`config.mk`:
```
export PLATFORM = sky130hd
export DESIGN_NAME = program_loader_flat
export DESIGN_NICKNAME = d
export VERILOG_FILES = /design/src/rtl/program_loader_if.sv /design/src/rtl/program_loader.sv /design/src/flat_wrapper.sv
export SDC_FILE = /design/constraint.sdc
export NUM_CORES = 1
export LEC_CHECK = 0
export BUFFER_PORTS_ARGS = -buffer_cell sky130_fd_sc_hd__buf_2
export CAP_MARGIN = 15
export CORE_MARGIN = 8
export CORE_UTILIZATION = 35
export CTS_CLUSTER_SIZE = 20
export DETAILED_ROUTE_END_ITERATION = 8
export RECOVER_POWER = 100
export SLEW_MARGIN = 15
export SYNTH_ARGS = -nofsm -noshare
export SYNTH_HDL_FRONTEND = slang
export SYNTH_SLANG_ARGS = --single-unit
```
`constraint.sdc`:
```
create_clock -name clk -period 7.45 [get_ports clk]
set_clock_uncertainty 0.05 [all_clocks]
set_input_delay 0.745 -clock clk [delete_from_list [all_inputs] [get_ports clk]]
set_output_delay 0.745 -clock clk [all_outputs]
set_load 0.005 [all_outputs]
```
`src/rtl/program_loader_if.sv`:
```
// program_loader_if: byte-stream and instruction-memory write bus of the program loader.
//   rx_rdata/rx_rdata_ready/rx_ferr : received UART byte, its strobe and framing-error flag
//   tx_busy/tx_sdata/tx_start       : UART transmitter handshake
//   imem_we/imem_addr/imem_wdata    : one-cycle word write into instruction memory
//   master = loader side, slave = UART/memory side
interface program_loader_if #(
    parameter int IMEM_ADDR_WIDTH = 14
);
    logic [7:0]                 rx_rdata;
    logic                       rx_rdata_ready;
    logic                       rx_ferr;
    logic                       tx_busy;
    logic [7:0]                 tx_sdata;
    logic                       tx_start;
    logic                       imem_we;
    logic [IMEM_ADDR_WIDTH-1:0] imem_addr;
    logic [31:0]                imem_wdata;
    modport master (
        input  rx_rdata, rx_rdata_ready, rx_ferr, tx_busy,
        output tx_sdata, tx_start, imem_we, imem_addr, imem_wdata
    );
    modport slave (
        output rx_rdata, rx_rdata_ready, rx_ferr, tx_busy,
        input  tx_sdata, tx_start, imem_we, imem_addr, imem_wdata
    );
endinterface

```
`src/rtl/program_loader.sv`:
```
// program_loader: UART boot loader; sends 0x99, receives a 32-bit size and the program bytes,
// writes little-endian words to instruction memory, answers 0xAA and releases the core.
//   clk, reset   : single clock, synchronous active-high reset
//   bus (master) : UART rx/tx handshake and instruction-memory write port
//   program_size : received program size in bytes
//   load_done    : level, load complete
//   cpu_start    : one-cycle pulse releasing the core
//   error        : sticky load failure
module program_loader #(
    parameter int IMEM_ADDR_WIDTH   = 14,
    parameter int MAX_PROGRAM_BYTES = 65536
) (
    input  logic                    clk,
    input  logic                    reset,
    program_loader_if.master        bus,
    output logic [31:0]             program_size,
    output logic                    load_done,
    output logic                    cpu_start,
    output logic                    error
);
    typedef enum logic [2:0] {SEND_99, RECV_SIZE, RECV_PROG, SEND_AA, DONE, ERROR} state_t;
    state_t                     state_q, state_d;
    logic [31:0]                cnt_q, cnt_d, size_q, size_d, wdata_q, wdata_d, size_full;
    logic [IMEM_ADDR_WIDTH-1:0] addr_q, addr_d;
    logic [7:0]                 sdata_q, sdata_d;
    logic                       start_q, start_d, guard_q, we_q, we_d;
    logic                       done_q, done_d, cpu_q, cpu_d, err_q, err_d;
    logic                       tx_ok, rx_ok, rx_bad;
    // The transmitter raises tx_busy only after it has seen tx_start, so the pulse cycle and the
    // cycle after it must not trust a low tx_busy.
    assign tx_ok     = !bus.tx_busy && !start_q && !guard_q;
    assign rx_ok     = bus.rx_rdata_ready && !bus.rx_ferr;
    assign rx_bad    = bus.rx_rdata_ready && bus.rx_ferr;
    assign size_full = {bus.rx_rdata, size_q[23:0]};
    always_comb begin
        state_d = state_q;
        cnt_d   = cnt_q;
        size_d  = size_q;
        wdata_d = wdata_q;
        addr_d  = addr_q;
        sdata_d = sdata_q;
        start_d = 1'b0;
        we_d    = 1'b0;
        done_d  = done_q;
        cpu_d   = 1'b0;
        case (state_q)
            SEND_99: if (tx_ok) begin
                start_d = 1'b1;
                sdata_d = 8'h99;
                state_d = RECV_SIZE;
            end
            RECV_SIZE: if (rx_bad) state_d = ERROR;
            else if (rx_ok) begin
                size_d[{cnt_q[1:0], 3'b000} +: 8] = bus.rx_rdata;
                cnt_d = cnt_q + 32'd1;
                if (cnt_q[1:0] == 2'd3) begin
                    cnt_d   = '0;
                    state_d = size_full == '0 ? SEND_AA :
                              (size_full > 32'(MAX_PROGRAM_BYTES) || size_full[1:0] != 2'd0) ? ERROR :
                              RECV_PROG;
                end
            end
            RECV_PROG: if (rx_bad) state_d = ERROR;
            else if (rx_ok) begin
                wdata_d[{cnt_q[1:0], 3'b000} +: 8] = bus.rx_rdata;
                cnt_d = cnt_q + 32'd1;
                if (cnt_q[1:0] == 2'd3) begin
                    we_d   = 1'b1;
                    addr_d = cnt_q[IMEM_ADDR_WIDTH+1:2];
                end
                // size is a multiple of 4, so the last byte always completes a word
                if (cnt_q + 32'd1 == size_q) state_d = SEND_AA;
            end
            SEND_AA: if (tx_ok) begin
                start_d = 1'b1;
                sdata_d = 8'hAA;
                state_d = DONE;
                done_d  = 1'b1;
                cpu_d   = 1'b1;
            end
            default: ;
        endcase
        err_d = err_q || state_d == ERROR;
    end
    always_ff @(posedge clk) begin
        if (reset) begin
            state_q <= SEND_99;
            cnt_q   <= '0;
            size_q  <= '0;
            wdata_q <= '0;
            addr_q  <= '0;
            sdata_q <= '0;
            start_q <= 1'b0;
            guard_q <= 1'b0;
            we_q    <= 1'b0;
            done_q  <= 1'b0;
            cpu_q   <= 1'b0;
            err_q   <= 1'b0;
        end else begin
            state_q <= state_d;
            cnt_q   <= cnt_d;
            size_q  <= size_d;
            wdata_q <= wdata_d;
            addr_q  <= addr_d;
            sdata_q <= sdata_d;
            start_q <= start_d;
            guard_q <= start_q;
            we_q    <= we_d;
            done_q  <= done_d;
            cpu_q   <= cpu_d;
            err_q   <= err_d;
        end
    end
    assign bus.tx_sdata   = sdata_q;
    assign bus.tx_start   = start_q;
    assign bus.imem_we    = we_q;
    assign bus.imem_addr  = addr_q;
    assign bus.imem_wdata = wdata_q;
    assign program_size   = size_q;
    assign load_done      = done_q;
    assign cpu_start      = cpu_q;
    assign error          = err_q;
endmodule

```
`src/flat_wrapper.sv`:
```
// flat-port wrapper written by rule: the top's interface ports become plain ports
module program_loader_flat 
#(
    parameter int IMEM_ADDR_WIDTH   = 14,
    parameter int MAX_PROGRAM_BYTES = 65536
)
  (clk, reset, program_size, load_done, cpu_start, error, bus_rx_rdata, bus_rx_rdata_ready, bus_rx_ferr, bus_tx_busy, bus_tx_sdata, bus_tx_start, bus_imem_we, bus_imem_addr, bus_imem_wdata);
  program_loader_if #(.IMEM_ADDR_WIDTH(IMEM_ADDR_WIDTH)) bus_i ();
  input  logic clk;
  input  logic reset;
  output logic [31:0] program_size;
  output logic load_done;
  output logic cpu_start;
  output logic error;
  input wire logic [$bits(bus_i.rx_rdata)-1:0] bus_rx_rdata;
  input wire logic [$bits(bus_i.rx_rdata_ready)-1:0] bus_rx_rdata_ready;
  input wire logic [$bits(bus_i.rx_ferr)-1:0] bus_rx_ferr;
  input wire logic [$bits(bus_i.tx_busy)-1:0] bus_tx_busy;
  output wire logic [$bits(bus_i.tx_sdata)-1:0] bus_tx_sdata;
  output wire logic [$bits(bus_i.tx_start)-1:0] bus_tx_start;
  output wire logic [$bits(bus_i.imem_we)-1:0] bus_imem_we;
  output wire logic [$bits(bus_i.imem_addr)-1:0] bus_imem_addr;
  output wire logic [$bits(bus_i.imem_wdata)-1:0] bus_imem_wdata;
  assign bus_i.rx_rdata = bus_rx_rdata;
  assign bus_i.rx_rdata_ready = bus_rx_rdata_ready;
  assign bus_i.rx_ferr = bus_rx_ferr;
  assign bus_i.tx_busy = bus_tx_busy;
  assign bus_tx_sdata = bus_i.tx_sdata;
  assign bus_tx_start = bus_i.tx_start;
  assign bus_imem_we = bus_i.imem_we;
  assign bus_imem_addr = bus_i.imem_addr;
  assign bus_imem_wdata = bus_i.imem_wdata;
  program_loader #(.IMEM_ADDR_WIDTH(IMEM_ADDR_WIDTH), .MAX_PROGRAM_BYTES(MAX_PROGRAM_BYTES)) u_core (.clk(clk), .reset(reset), .bus(bus_i), .program_size(program_size), .load_done(load_done), .cpu_start(cpu_start), .error(error));
endmodule
```
After elaboration in Yosys (flattened, before gate mapping). Cells that the tools add are included.

Register bits: 127. Input port bits: 13. Output and inout port bits: 91. Logic and storage cells: 83.

$add $sub $neg: 2. $lt $le $gt $ge: 1. Equal/unequal tests: 12. Shifts and indexed selects: 2. Mux-type cells: 24. Bitwise logic cells: 5. Reduce and logical (&&, ||, !) cells: 25.

Operator list (number): two-way mux 32 bit (5); bitwise mux 32 bit (2); one-hot mux 32 bit (2 select lines) (1); adder 32 x 1 -> 32 bit (second input constant) (1); == test 32 bit (1); greater-than comparator 32 x 17 -> 1 bit (second input constant) (1); zero test 32 bit (1); variable shift 8 x 7 -> 32 bit (first input constant) (1); variable part select 8 x 7 -> 32 bit (1); two-way mux 3 bit (10); two-way mux 8 bit (2); one-hot mux 8 bit (2 select lines) (1); one-hot mux 3 bit (4 select lines) (1); AND reduction 3 bit (3); != test 2 x 1 -> 1 bit (second input constant) (4); negator 5 -> 7 bit (1); == test 3 x 2 -> 1 bit (second input constant) (2); nonzero test 2 bit (3); OR reduction 2 bit (3); inverter 1 bit (5); AND reduction 5 bit (1); logical AND 1 bit (4); zero test 1 bit (4); != test 2 bit (second input constant) (2); other kinds (9) (11).

Logic depth before layout (Yosys ltp).
Depth in word-level cells: 10. Gate-level depth with buffers: 11. Gate-level depth less buffers: 10.

Least setup slack after synthesis. OpenSTA, ideal clock, no wires.

Path kind: register to register. Start point: register u_core.cnt_q[1]. End point: register u_core.state_q[0]. Library setup time: 0.096 ns. Arrival: 2.576 ns. Required time: 7.304 ns. Setup slack: 4.728 ns. Cell stages (with the launch flop): 10. Buffers on the path: 2. Clock period less this slack: 2.722 ns. Cell sequence: dfxtp_1 -> ha_1 -> buf_6 -> and3_1 -> buf_6 -> and3_4 -> o311a_1 -> or3_1 -> or4_1 -> o41ai_2.

Word-level cells in the longest chain between the ends: 6. Elaborated cells between the ends (all ways): 10. Those cells by class: add/sub: 1; eq/ne: 2; mux: 7.

RTL lines: from (decl) (line program_loader.sv:23) `logic [31:0] cnt_q, cnt_d, size_q, size_d, wdata_q, wdata_d, size_full;`; from (signal assigned) (line program_loader.sv:101) `cnt_q <= cnt_d;`; adder 32 x 1 -> 32 bit (line program_loader.sv:72) `if (cnt_q + 32'd1 == size_q) state_d = SEND_AA;`; == test 32 bit (line program_loader.sv:72); two-way mux 3 bit (line program_loader.sv:72); two-way mux 3 bit (line program_loader.sv:64) `else if (rx_ok) begin`; two-way mux 3 bit (line program_loader.sv:63) `RECV_PROG: if (rx_bad) state_d = ERROR;`; one-hot mux 3 bit (4 select lines) (*) (line program_loader.sv:46) `case (state_q)`; to (signal assigned) (line program_loader.sv:100) `state_q <= state_d;`; to (decl) (line program_loader.sv:22) `state_t state_q, state_d;`.

Every way passes the cells marked *; elsewhere a longest branch is shown, timed or not. A chain may end at the register's enable or synchronous reset.

==> results.json <==
{
  "drive_above_1_share": 0.0794,
  "met3_usage": 0.0428,
  "worst_pin_slew_ns": 2.89,
  "synth_top_area_frac": 0.405,
  "period_needed_ns": 4.94,
  "failed_checks": "max-capacitance violations, max-slew violations",
  "cts.reportedPaths.clkPinSlew_ns": 0.06,
  "layout_commonest_cell": "nor2_1",
  "peakVddDrop_v": 0.000120,
  "postLayoutCellArea_um2": 7110,
  "layout.cells.most_common_list": "nor2_1 (144), dfxtp_1 (122), a21oi_1 (117), nand2_1 (104), clkbuf_1 (74)",
  "starting_density_of_the_core": 0.354,
  "postSynth.topFlopCell": "dfxtp_1",
  "ctsHoldBuffers": 0,
  "routed_wire_length_per_instance_um": 17.1,
  "critical_path_peak_fanout": 64,
  "cp_common_cell": "clkbuf_1",
  "fillerInstances": 1838,
  "worst_reg_to_reg_cells": 6,
  "first_global_vias": 5434,
  "placement.setup.worst_slack_ns": 3.75,
  "synth_top_cell_by_area": "dfxtp_1",
  "synth_cell_types": 52,
  "power_density_nw_per_um2": 224,
  "final_routed_drc_violation_total": 0,
  "met1_usage": 0.214,
  "critical-path-slowest-cell": "clkbuf_1",
  "drt_wl_total_mm": 19.0,
  "cts.htree.levels": 4,
  "timing_worst_setup_path_type": "primary input to flop",
  "synthTopCellsByArea": "dfxtp_1 (40%), a21oi_1 (9.7%), nor2_1 (8.9%), nand2_1 (6.5%), xnor2_1 (6.1%)",
  "share_of_total_power_consumed_by_net_switching": 0.226,
  "grt_busiest_layer": "met2",
  "area_growth_syn_to_layout_pct": 17.9,
  "dr.pass1.iters": 5,
  "worstPathCellList": "clkbuf_1, clkbuf_1, nor4_1, a21o_1",
  "die_x_um": 147,
  "detailedPlacementHpwl_mm": 13.5,
  "post_cts_resize_count": 0,
  "multi_input_area_um2": 3280,
  "ios": 104,
  "synth_edf_count": 0,
  "max_cap_viol_count": 2,
  "rows": 48,
  "status": "complete, but fails checks",
  "numCtsBuffers": 17,
  "relSlewSlack": -0.924,
  "vias_per_cell": 5.23,
  "finalWorstSetupSlack_ns": 2.51,
  "synth.yosys.seq_area_share": 0.405,
  "whs_path_depth": 2,
  "numPortBuffers": 101,
  "share_seq_of_total_power": 0.418,
  "floorplan.core_area_um2": 17100,
  "setup.worst_path.end_class": "flop",
  "rsz_0062_raised_after_global_routing": "no",
  "finalSetupViolCount": 0,
  "ys.warnings.count": 0,
  "globalRouteTotalUtil": 0.171,
  "setup-tns-final_ns": 0,
  "cts_tree": "done",
  "syn_area_per_cell_um2": 7.55,
  "share_clk_of_total_power": 0.537,
  "net_switching_power_figure_uw": 361,
  "clock_latency_ns": 0.43,
  "timing.critical_path.slowest_cell_delay_ns": 2.15,
  "clock_tree.root_cell": "clkbuf_16",
  "cp_data_required_time_ns": 7.72,
  "cellLeakagePower_uw": 0.00246,
  "grt_antenna_before_repair": 0,
  "postRouteAntennaNets": 0,
  "grt_pass1_wl_mm": 29.6,
  "num_antenna_cells": 0,
  "max_freq_mhz": 203,
  "place_congestion": 0.882,
  "dpl_cell_area_um2": 6590,
  "die-area_um2": 21700,
  "synth_async_sr_flop_share": 0,
  "post_cts_buffers": 0,
  "power.share.combinational": 0.045,
  "area.sequential_um2": 2440,
  "number_of_storage_elements_in_the_synthesis_netlist": 122,
  "worst_setup_path_start_kind": "primary input",
  "synthesis.area_um2": 6030,
  "route.vias.total": 5791,
  "hold_path.class": "flop to flop",
  "clock_path_buffers": 2,
  "finalHoldViolations": 0,
  "clock_sinks": 122,
  "count_of_mapped_cells_out_of_synthesis": 799,
  "p_int_uw": 1230,
  "final_min_period_over_clock_period": 0.663,
  "slew_violations": 123,
  "gr-total-overflow": 0,
  "die_y_um": 147,
  "crit_arrival_ns": 5.20,
  "grt_start_max_net_pins": 65,
  "nets": 889,
  "grt.met2_usage": 0.277,
  "detailedRoute.firstIterationViolations": 457
}
==> layer usage <==
metal | part of all wire | wire length [um] | vias to the layer above
met5 | 0 | 0 | -
met4 | 0.019 | 368 | 0
met3 | 0.057 | 1080 | 28
met2 | 0.47 | 8820 | 184
met1 | 0.46 | 8690 | 2696
li1 | - | - | 2883
==> area by class of cell <==
type                       count  share of cell area
multi-input combinational    616               0.462
sequential                   122               0.343
timing repair buffer         106              0.0660
clock buffer                  18              0.0604
tap                          225              0.0396
clock inverter                13              0.0250
inverter                       7             0.00370
==> power by group through the flow <==
stage | clock network [uW] | registers, uW | logic [uW]
6_report | 856 | 666 | 72.2
5_1_grt | 894 | 667 | 79.3
4_1_cts | 868 | 666 | 72.6
3_5_place_dp | 0 | 680 | 72.2
3_3_place_gp | 0 | 680 | 72.1
2_1_floorplan | 0 | 678 | 47.8
==> Yosys cell counts (3+ instances only) <==
cell        n
a211oi_1    5
a21o_1      7
a21oi_1   117
a311oi_1    4
a31oi_1     4
and2_1      4
and3_1      9
and4_1      3
buf_2       8
buf_4       8
clkbuf_1   37
dfxtp_1   122
ha_1        6
inv_1       7
nand2_1   104
nand2b_1    3
nand3_1    34
nand4_1    13
nor2_1    143
nor3_1     16
nor3b_1     7
nor4_1     15
nor4_2      3
o21ai_0    22
or3_1       7
or4_1       3
xnor2_1    42
xor2_1     15
==> flip-flops by register name, summed over array words and instances, names as in the netlist <==
register	count
u_core.cnt_q	32
u_core.guard_q	1
u_core.bus.tx_start	1
u_core.load_done	1
u_core.bus.tx_sdata	3
u_core.bus.imem_we	1
u_core.program_size	32
u_core.error	1
u_core.cpu_start	1
u_core.bus.imem_wdata	32
u_core.bus.imem_addr	14
u_core.state_q	3
==> logic make-up (layout without fill, tap and decap cells) <==
group,after synthesis,in the layout,share of synthesized area
and+or+nand+nor,377,377,0.289
AOI/OAI and AO/OA,174,174,0.162
other,1,2,0.000622
DFF,122,122,0.405
xor gates and xnor gates,57,57,0.0828
adders and majority gates,6,6,0.0124
buffers and inverters,62,144,0.0477
==> critical path: cells and delay by family <==
kind / cells / cell delay, ns
AO/OA/AOI/OAI: 1 / 0.28
buffers and inverters: 2 / 3.85
AND/OR/NAND/NOR: 1 / 0.30
==> through the flow <==
stage | cells | hold slack [ns] | util | total power, uW
after floorplan | 800 | 0.403 | - | 725
after global placement | 1075 | 0.392 | 0.387 | 752
after detailed placement | 1075 | 0.397 | 0.387 | 752
after CTS | 1106 | 0.404 | 0.422 | 1610
after global routing | 1107 | 0.422 | 0.417 | 1640
final | 1107 | 0.401 | 0.417 | 1590
==> worst paths after layout <==
check	startpoint	slack (ns)	end
setup / recovery	reset	2.51	u_core.bus.tx_sdata[3]$_SDFFE_PP0P_
setup reg to reg	u_core.state_q[0]$_SDFF_PP0_	3.79	u_core.cnt_q[30]$_SDFFE_PP0P_
hold / removal	u_core.bus.imem_addr[6]$_SDFFE_PP0P_	0.40	u_core.bus.imem_addr[6]$_SDFFE_PP0P_
hold reg to reg	u_core.bus.imem_addr[6]$_SDFFE_PP0P_	0.40	u_core.bus.imem_addr[6]$_SDFFE_PP0P_
Power figures use the tool's default switching activity.
